===== src/rtl/sd_clk_pkg.sv =====
// Shared constants and state type for the SD bus clock divider.
// Divide counts are in 50 MHz system-clock cycles per SD-clock period.
package sd_clk_pkg;

  localparam int CNT_W = 16;

  localparam logic [CNT_W-1:0] INIT_COUNT_DEF = 16'd125;
  localparam logic [CNT_W-1:0] MIN_COUNT_DEF  = 16'd2;

  typedef enum logic [1:0] {
    IDLE     = 2'd0,
    RUN      = 2'd1,
    STOPPING = 2'd2
  } state_t;

endpackage


===== src/rtl/sd_clk_divider_if.sv =====
// Request/status bundle between the divide-count generator, the divider
// and the SD command/data engines.
interface sd_clk_divider_if;
  import sd_clk_pkg::*;

  logic [CNT_W-1:0] count_in;
  logic             load;
  logic             err_in;
  logic             enable;
  logic             sd_clk;
  logic             rise_stb;
  logic             fall_stb;
  logic             running;
  logic [CNT_W-1:0] cur_count;
  logic             load_ack;
  logic             load_rej;
  logic             clamped;

  modport master (
    output count_in, load, err_in, enable,
    input  sd_clk, rise_stb, fall_stb, running, cur_count,
           load_ack, load_rej, clamped
  );

  modport slave (
    input  count_in, load, err_in, enable,
    output sd_clk, rise_stb, fall_stb, running, cur_count,
           load_ack, load_rej, clamped
  );

endinterface


===== src/rtl/sd_clk_divider.sv =====
// Glitch-free registered SD clock divider with edge strobes; divisor and
// start/stop changes only take effect on SD-clock period boundaries.
module sd_clk_divider
  import sd_clk_pkg::*;
#(
  parameter logic [CNT_W-1:0] INIT_COUNT = INIT_COUNT_DEF,
  parameter logic [CNT_W-1:0] MIN_COUNT  = MIN_COUNT_DEF
) (
  input  logic           clk,
  input  logic           reset,
  sd_clk_divider_if.slave bus
);

  state_t           state, state_nx;
  logic [CNT_W-1:0] ph, ph_nx;
  logic [CNT_W-1:0] cur_count, cur_nx;
  logic [CNT_W-1:0] pend, pend_nx;
  logic             pend_valid, pend_valid_nx;
  logic             sd_clk, sd_nx;
  logic             rise_stb, fall_stb, running;
  logic             load_ack, load_rej, clamped;

  logic             accept;
  logic [CNT_W-1:0] req;
  logic             wrap;
  logic [CNT_W-1:0] ph_inc;

  assign accept = bus.load & ~bus.err_in;
  assign req    = (bus.count_in < MIN_COUNT) ? MIN_COUNT : bus.count_in;
  assign wrap   = (state != IDLE) && (ph == cur_count - 16'd1);
  assign ph_inc = ph + 16'd1;

  // Next-state view; a load in the same cycle as a wrap stays pending,
  // so the divisor consumed at the wrap is always the older one.
  always_comb begin
    state_nx      = state;
    ph_nx         = ph;
    cur_nx        = cur_count;
    pend_nx       = pend;
    pend_valid_nx = pend_valid;
    sd_nx         = sd_clk;
    if (accept) begin
      pend_nx       = req;
      pend_valid_nx = 1'b1;
    end
    case (state)
      IDLE: begin
        ph_nx         = '0;
        sd_nx         = 1'b0;
        pend_valid_nx = 1'b0;
        if (accept) begin
          cur_nx = req;
        end else if (pend_valid) begin
          cur_nx = pend;
        end
        if (bus.enable) begin
          state_nx = RUN;
          sd_nx    = 1'b1;
        end
      end
      RUN, STOPPING: begin
        if (wrap) begin
          ph_nx = '0;
          if (pend_valid) begin
            cur_nx = pend;
            if (!accept) pend_valid_nx = 1'b0;
          end
          state_nx = bus.enable ? RUN : IDLE;
          sd_nx    = bus.enable;
        end else begin
          ph_nx    = ph_inc;
          sd_nx    = (ph_inc < (cur_count >> 1));
          state_nx = bus.enable ? RUN : STOPPING;
        end
      end
      default: begin
        state_nx = IDLE;
        sd_nx    = 1'b0;
      end
    endcase
  end

  always_ff @(posedge clk) begin
    if (!reset) begin
      state      <= IDLE;
      ph         <= '0;
      cur_count  <= INIT_COUNT;
      pend       <= INIT_COUNT;
      pend_valid <= 1'b0;
      sd_clk     <= 1'b0;
      rise_stb   <= 1'b0;
      fall_stb   <= 1'b0;
      running    <= 1'b0;
      load_ack   <= 1'b0;
      load_rej   <= 1'b0;
      clamped    <= 1'b0;
    end else begin
      state      <= state_nx;
      ph         <= ph_nx;
      cur_count  <= cur_nx;
      pend       <= pend_nx;
      pend_valid <= pend_valid_nx;
      sd_clk     <= sd_nx;
      rise_stb   <= sd_nx & ~sd_clk;
      fall_stb   <= ~sd_nx & sd_clk;
      running    <= (state_nx != IDLE);
      load_ack   <= accept;
      load_rej   <= bus.load & bus.err_in;
      if (accept) clamped <= (bus.count_in < MIN_COUNT);
    end
  end

  assign bus.sd_clk    = sd_clk;
  assign bus.rise_stb  = rise_stb;
  assign bus.fall_stb  = fall_stb;
  assign bus.running   = running;
  assign bus.cur_count = cur_count;
  assign bus.load_ack  = load_ack;
  assign bus.load_rej  = load_rej;
  assign bus.clamped   = clamped;

endmodule


===== src/flat_wrapper.sv =====
// flat-port wrapper written by rule: the top's interface ports become plain ports
module sd_clk_divider_flat import sd_clk_pkg::*;
#(
  parameter logic [CNT_W-1:0] INIT_COUNT = INIT_COUNT_DEF,
  parameter logic [CNT_W-1:0] MIN_COUNT  = MIN_COUNT_DEF
)
  (clk, reset, bus_count_in, bus_load, bus_err_in, bus_enable, bus_sd_clk, bus_rise_stb, bus_fall_stb, bus_running, bus_cur_count, bus_load_ack, bus_load_rej, bus_clamped);
  sd_clk_divider_if bus_i ();
  input  logic clk;
  input  logic reset;
  input wire logic [$bits(bus_i.count_in)-1:0] bus_count_in;
  input wire logic [$bits(bus_i.load)-1:0] bus_load;
  input wire logic [$bits(bus_i.err_in)-1:0] bus_err_in;
  input wire logic [$bits(bus_i.enable)-1:0] bus_enable;
  output wire logic [$bits(bus_i.sd_clk)-1:0] bus_sd_clk;
  output wire logic [$bits(bus_i.rise_stb)-1:0] bus_rise_stb;
  output wire logic [$bits(bus_i.fall_stb)-1:0] bus_fall_stb;
  output wire logic [$bits(bus_i.running)-1:0] bus_running;
  output wire logic [$bits(bus_i.cur_count)-1:0] bus_cur_count;
  output wire logic [$bits(bus_i.load_ack)-1:0] bus_load_ack;
  output wire logic [$bits(bus_i.load_rej)-1:0] bus_load_rej;
  output wire logic [$bits(bus_i.clamped)-1:0] bus_clamped;
  assign bus_i.count_in = bus_count_in;
  assign bus_i.load = bus_load;
  assign bus_i.err_in = bus_err_in;
  assign bus_i.enable = bus_enable;
  assign bus_sd_clk = bus_i.sd_clk;
  assign bus_rise_stb = bus_i.rise_stb;
  assign bus_fall_stb = bus_i.fall_stb;
  assign bus_running = bus_i.running;
  assign bus_cur_count = bus_i.cur_count;
  assign bus_load_ack = bus_i.load_ack;
  assign bus_load_rej = bus_i.load_rej;
  assign bus_clamped = bus_i.clamped;
  sd_clk_divider #(.INIT_COUNT(INIT_COUNT), .MIN_COUNT(MIN_COUNT)) u_core (.clk(clk), .reset(reset), .bus(bus_i));
endmodule

===== config.mk =====
export PLATFORM = sky130hd
export DESIGN_NAME = sd_clk_divider_flat
export DESIGN_NICKNAME = d
export VERILOG_FILES = /design/src/rtl/sd_clk_pkg.sv /design/src/rtl/sd_clk_divider_if.sv /design/src/rtl/sd_clk_divider.sv /design/src/flat_wrapper.sv
export SDC_FILE = /design/constraint.sdc
export NUM_CORES = 1
export LEC_CHECK = 0
export CAP_MARGIN = 20
export CORE_ASPECT_RATIO = 0.5
export CORE_MARGIN = 2
export CORE_UTILIZATION = 55
export CTS_CLUSTER_DIAMETER = 150
export DETAILED_ROUTE_END_ITERATION = 6
export PLACE_DENSITY = 0.78
export SYNTH_ARGS = -nofsm -noshare
export SYNTH_HDL_FRONTEND = slang
export SYNTH_SLANG_ARGS = --single-unit

===== constraint.sdc =====
create_clock -name clk -period 3.5 [get_ports clk]
set_clock_uncertainty 0.1 [all_clocks]
set_input_delay 0.7 -clock clk [delete_from_list [all_inputs] [get_ports clk]]
set_output_delay 0.7 -clock clk [all_outputs]
set_load 0.05 [all_outputs]

==> qor.csv <==
stage;metric;value;unit
outcome;status;completed;
clock_network;CTS clk-pin slew, worst paths;60;ps
power;maximum vdd drop;281;uV
floorplanning;Die Ht;63.8;um
synthesis;Synth async-reset ratio;0;%
synthesis;library cells used by synthesis;59;
drt;Routed wire per std cell;16.4;um
sta;final worst path period share;92.6;%
clock_network;Inserted Clock Buffers;9;
power;Net Sw Frac;32.7;%
setup_path;crit path launch type;register;
grt;largest net degree at the start of global routing;38;
synthesis;register area share after synthesis;29.5;%
power;net switching power;656;uW
synthesis;Syn Area/Cell;7.73;sq um
placement;post-detail-place hpwl;7.24;mm
clock_network;CTS tree;built;
sta;RSZ-0062 raised after global routing;no;
final_layout;Ant. Diodes;0;
setup_path;CP max stage cell;nor4b_2;
clock_network;clock net sink count;58;
power;sequential fraction of design power;37.3;%
power;Pwr Density;428;nW/um^2
flow_run;max_cap viols;0;
grt;gr usage total;28.4;%
setup_path;CP Data Arrival Time;3360;ps
floorplanning;Ports;44;
power;Combinational Power Share;23.4;%
sta;Final Slew Violations;0;
floorplanning;Core Footprint;6810;sq um
floorplanning;die area;7890;sq um
final_layout;nets;577;
drt;DRT Wirelength;10.4;mm
sta;Finish-stage setup viols;0;
synthesis;YS warnings;0;
setup_path;crit-path max cell delay;670;ps
floorplanning;# rows;21;
setup_path;worst-path cell chain;inv_1 -> ha_1 -> nor4b_2 -> nand3_1 -> xnor2_1 -> a2111oi_2 -> o2111ai_2 -> mux2_4 -> mux2_1;
grt;initial antenna violation count;0;
drt;Pre-antenna DRT Iters;4;
placement;GP Congestion;0.961;
drt;Via Count;3775;
setup_path;worst endpoint required time;3620;ps
sta;max_slew headroom;30.9;%
placement;Placed Area;4420;sq um
synthesis;post-synthesis instance total;509;
setup_path;Crit path buffers/inverters;1;
grt;vias in the first global route;3426;
drt;via/cell ratio;5.95;
sta;fmax;309;MHz
synthesis;Synth Cell Area;3930;sq um
clock_network;H-tree depth;3;
floorplanning;Initial Util;57.8;%
final_layout;Finished Cell Area;4690;sq um
drt;Detailed Route Iter0 Violations;247;
power;internal power;1.35;mW
sta;Worst Max-Slew Pin Slew;1030;ps
setup_path;class of the most critical setup path;reg -> reg;
synthesis;Post-synth EDFFs;0;
clock_network;clock root cell;clkbuf_16;
floorplanning;die width;124;um
clock_network;Clock Tree Buf Depth;2;
clock_network;latest clock arrival within the worst-skew pair;340;ps
drt;drc violations;0;
power;clock share of power;39.4;%
power;Static Leak;1.84;nW
synthesis;Seq cells post-synth;58;
synthesis;Post-Syn Nets;548;
clock_network;cts hold-fix bufs;0;
setup_path;CP delay by family, top;simple AND/OR/NAND/NOR gates;
grt;global-route wire length before repair;17.2;mm
placement;PortBufs;43;
setup_path;Critical Path Sink Type;register;
setup_path;maximum fanout along the worst path;16;
sta;WHS;365;ps
final_layout;layout cells sized above 1;7.20;%
sta;final setup TNS;0;ps
synthesis;Main synth FF type;dfxtp_1;
sta;Final Critical Period;3240;ps
drt;ANT nets after route;0;
worst_hold_path;class of the worst hold path;reg -> reg;
final_layout;post-synthesis to final-layout area growth;19.2;%
grt;GRT Residual Overflow;0;
sta;final hold vios;0;
-- layer usage --
metal | vias to the layer above | share of wire (%) | track usage (%) | wire, um
met5 | - | 0 | 0 | 0
met2 | 145 | 41 | 42.1 | 4300
met3 | 19 | 8.9 | 8.84 | 927
met1 | 1753 | 48 | 39.3 | 5010
met4 | 0 | 1.8 | 9.09 | 188
li1 | 1858 | - | - | -
-- cell families after synthesis --
group / synth area share (%)
XOR/XNOR: 7.12
flip-flops: 29.5
AO/OA/AOI/OAI: 17.5
AND/OR/NAND/NOR: 25.3
buffers and inverters: 6.33
multiplexers: 8.46
adder cells (fa/ha/maj): 5.73
-- Yosys cell counts (2+ instances only) --
cell type  number  share of area [%]
nand4b_1        2               0.45
clkbuf_1       36                3.4
nand2_1        94                9.0
mux2_1          6                1.7
o211ai_1        8                1.5
a21boi_0        8                1.5
mux2i_1        25                6.4
or2_2           2               0.32
ha_1           18                5.7
a31oi_1         6               0.95
a211o_1         2               0.45
dfxtp_1        58                 30
and3_1          5               0.80
a2111oi_2       2               0.76
inv_1          24                2.3
o21ai_0        18                2.3
nand2b_1        3               0.48
o21a_1          3               0.57
xor2_1         18                4.0
and2_1          7                1.1
a22oi_1         3               0.57
nor2_1         30                2.9
nand3_1        17                2.2
nor4_1          5               0.80
xnor2_1        14                3.1
o2111ai_1       2               0.45
or3_1           3               0.48
nor2b_1         5               0.80
a211oi_1        6                1.1
nand4_1        14                2.2
and4_1          2               0.45
a21o_1          4               0.76
nor3_1         14                1.8
a21oi_1        14                1.8
a41oi_1         7                1.6
-- cell type report --
type,count,area (sq um)
sequential,58,1160
tap,92,115
fill,590,2110
timing repair buffer,57,531
multi-input combinational,387,2530
clock buffer,10,229
inverter,25,93.8
clock inverter,5,32.5
-- per-stage QoR --
| step | setup WS (ps) | power (mW) | util (%) | instances |
|---|---|---|---|---|
| final | 260 | 2.01 | 68.9 | 634 |
| after global routing | 35.1 | 2.09 | 68.9 | 634 |
| after CTS | 207 | 2.01 | 68.9 | 634 |
| after detailed placement | 242 | 1.22 | 65.0 | 619 |
| after global placement | 407 | 1.22 | 65.0 | 619 |
| after floorplan | 263 | 1.08 | - | 509 |
-- tightest hold or removal path, delay by kind of cell, from the launching register on --
| kind | cells | cell delay, ps |
|---|---|---|
| simple gates | 2 | 110 |
| flops | 1 | 300 |
-- power groups by stage --
stage,Combinational (mW),Clock [mW],Sequential (mW)
2_1_floorplan,0.260,0,0.820
3_3_place_gp,0.458,0,0.758
3_5_place_dp,0.463,0,0.760
4_1_cts,0.466,0.801,0.747
5_1_grt,0.509,0.828,0.754
6_report,0.470,0.790,0.748
-- cell usage in the layout (no fill, tap or decap), types with 17 or more instances in the layout --
| cell type | instances |
|---|---|
| ha_1 | 18 |
| nand2_1 | 94 |
| nand3_1 | 17 |
| clkdlybuf4s50_1 | 42 |
| xor2_1 | 18 |
| mux2i_1 | 25 |
| nor2_1 | 30 |
| dfxtp_1 | 58 |
| inv_1 | 24 |
| o21ai_0 | 18 |
-- flip-flops by register name (all words and copies together) (netlist names), 2 cells and up --
| signal | flops |
|---|---|
| u_core.state | 2 |
| u_core.ph | 16 |
| u_core.pend | 16 |
| u_core.bus.cur_count | 16 |
-- final timing paths --
kind,cells past startpoint,slack [ps],start,to
worst min register to register,2,360,u_core.pend[2]$_SDFFE_PN1P_,u_core.pend[2]$_SDFFE_PN1P_
worst min-delay path,2,360,u_core.pend[2]$_SDFFE_PN1P_,u_core.pend[2]$_SDFFE_PN1P_
worst max-delay path,9,260,u_core.bus.cur_count[0]$_SDFFE_PN1P_,u_core.bus.cur_count[5]$_SDFFE_PN1P_
worst max register to register,9,260,u_core.bus.cur_count[0]$_SDFFE_PN1P_,u_core.bus.cur_count[5]$_SDFFE_PN1P_
-- timing repair --
item | 4_1_cts | 5_1_grt
setup endpoints to repair | 0 | 3
buffers inserted | 0 | 0
resized for setup | 0 | 1
(Power assumes the default switching activity.)
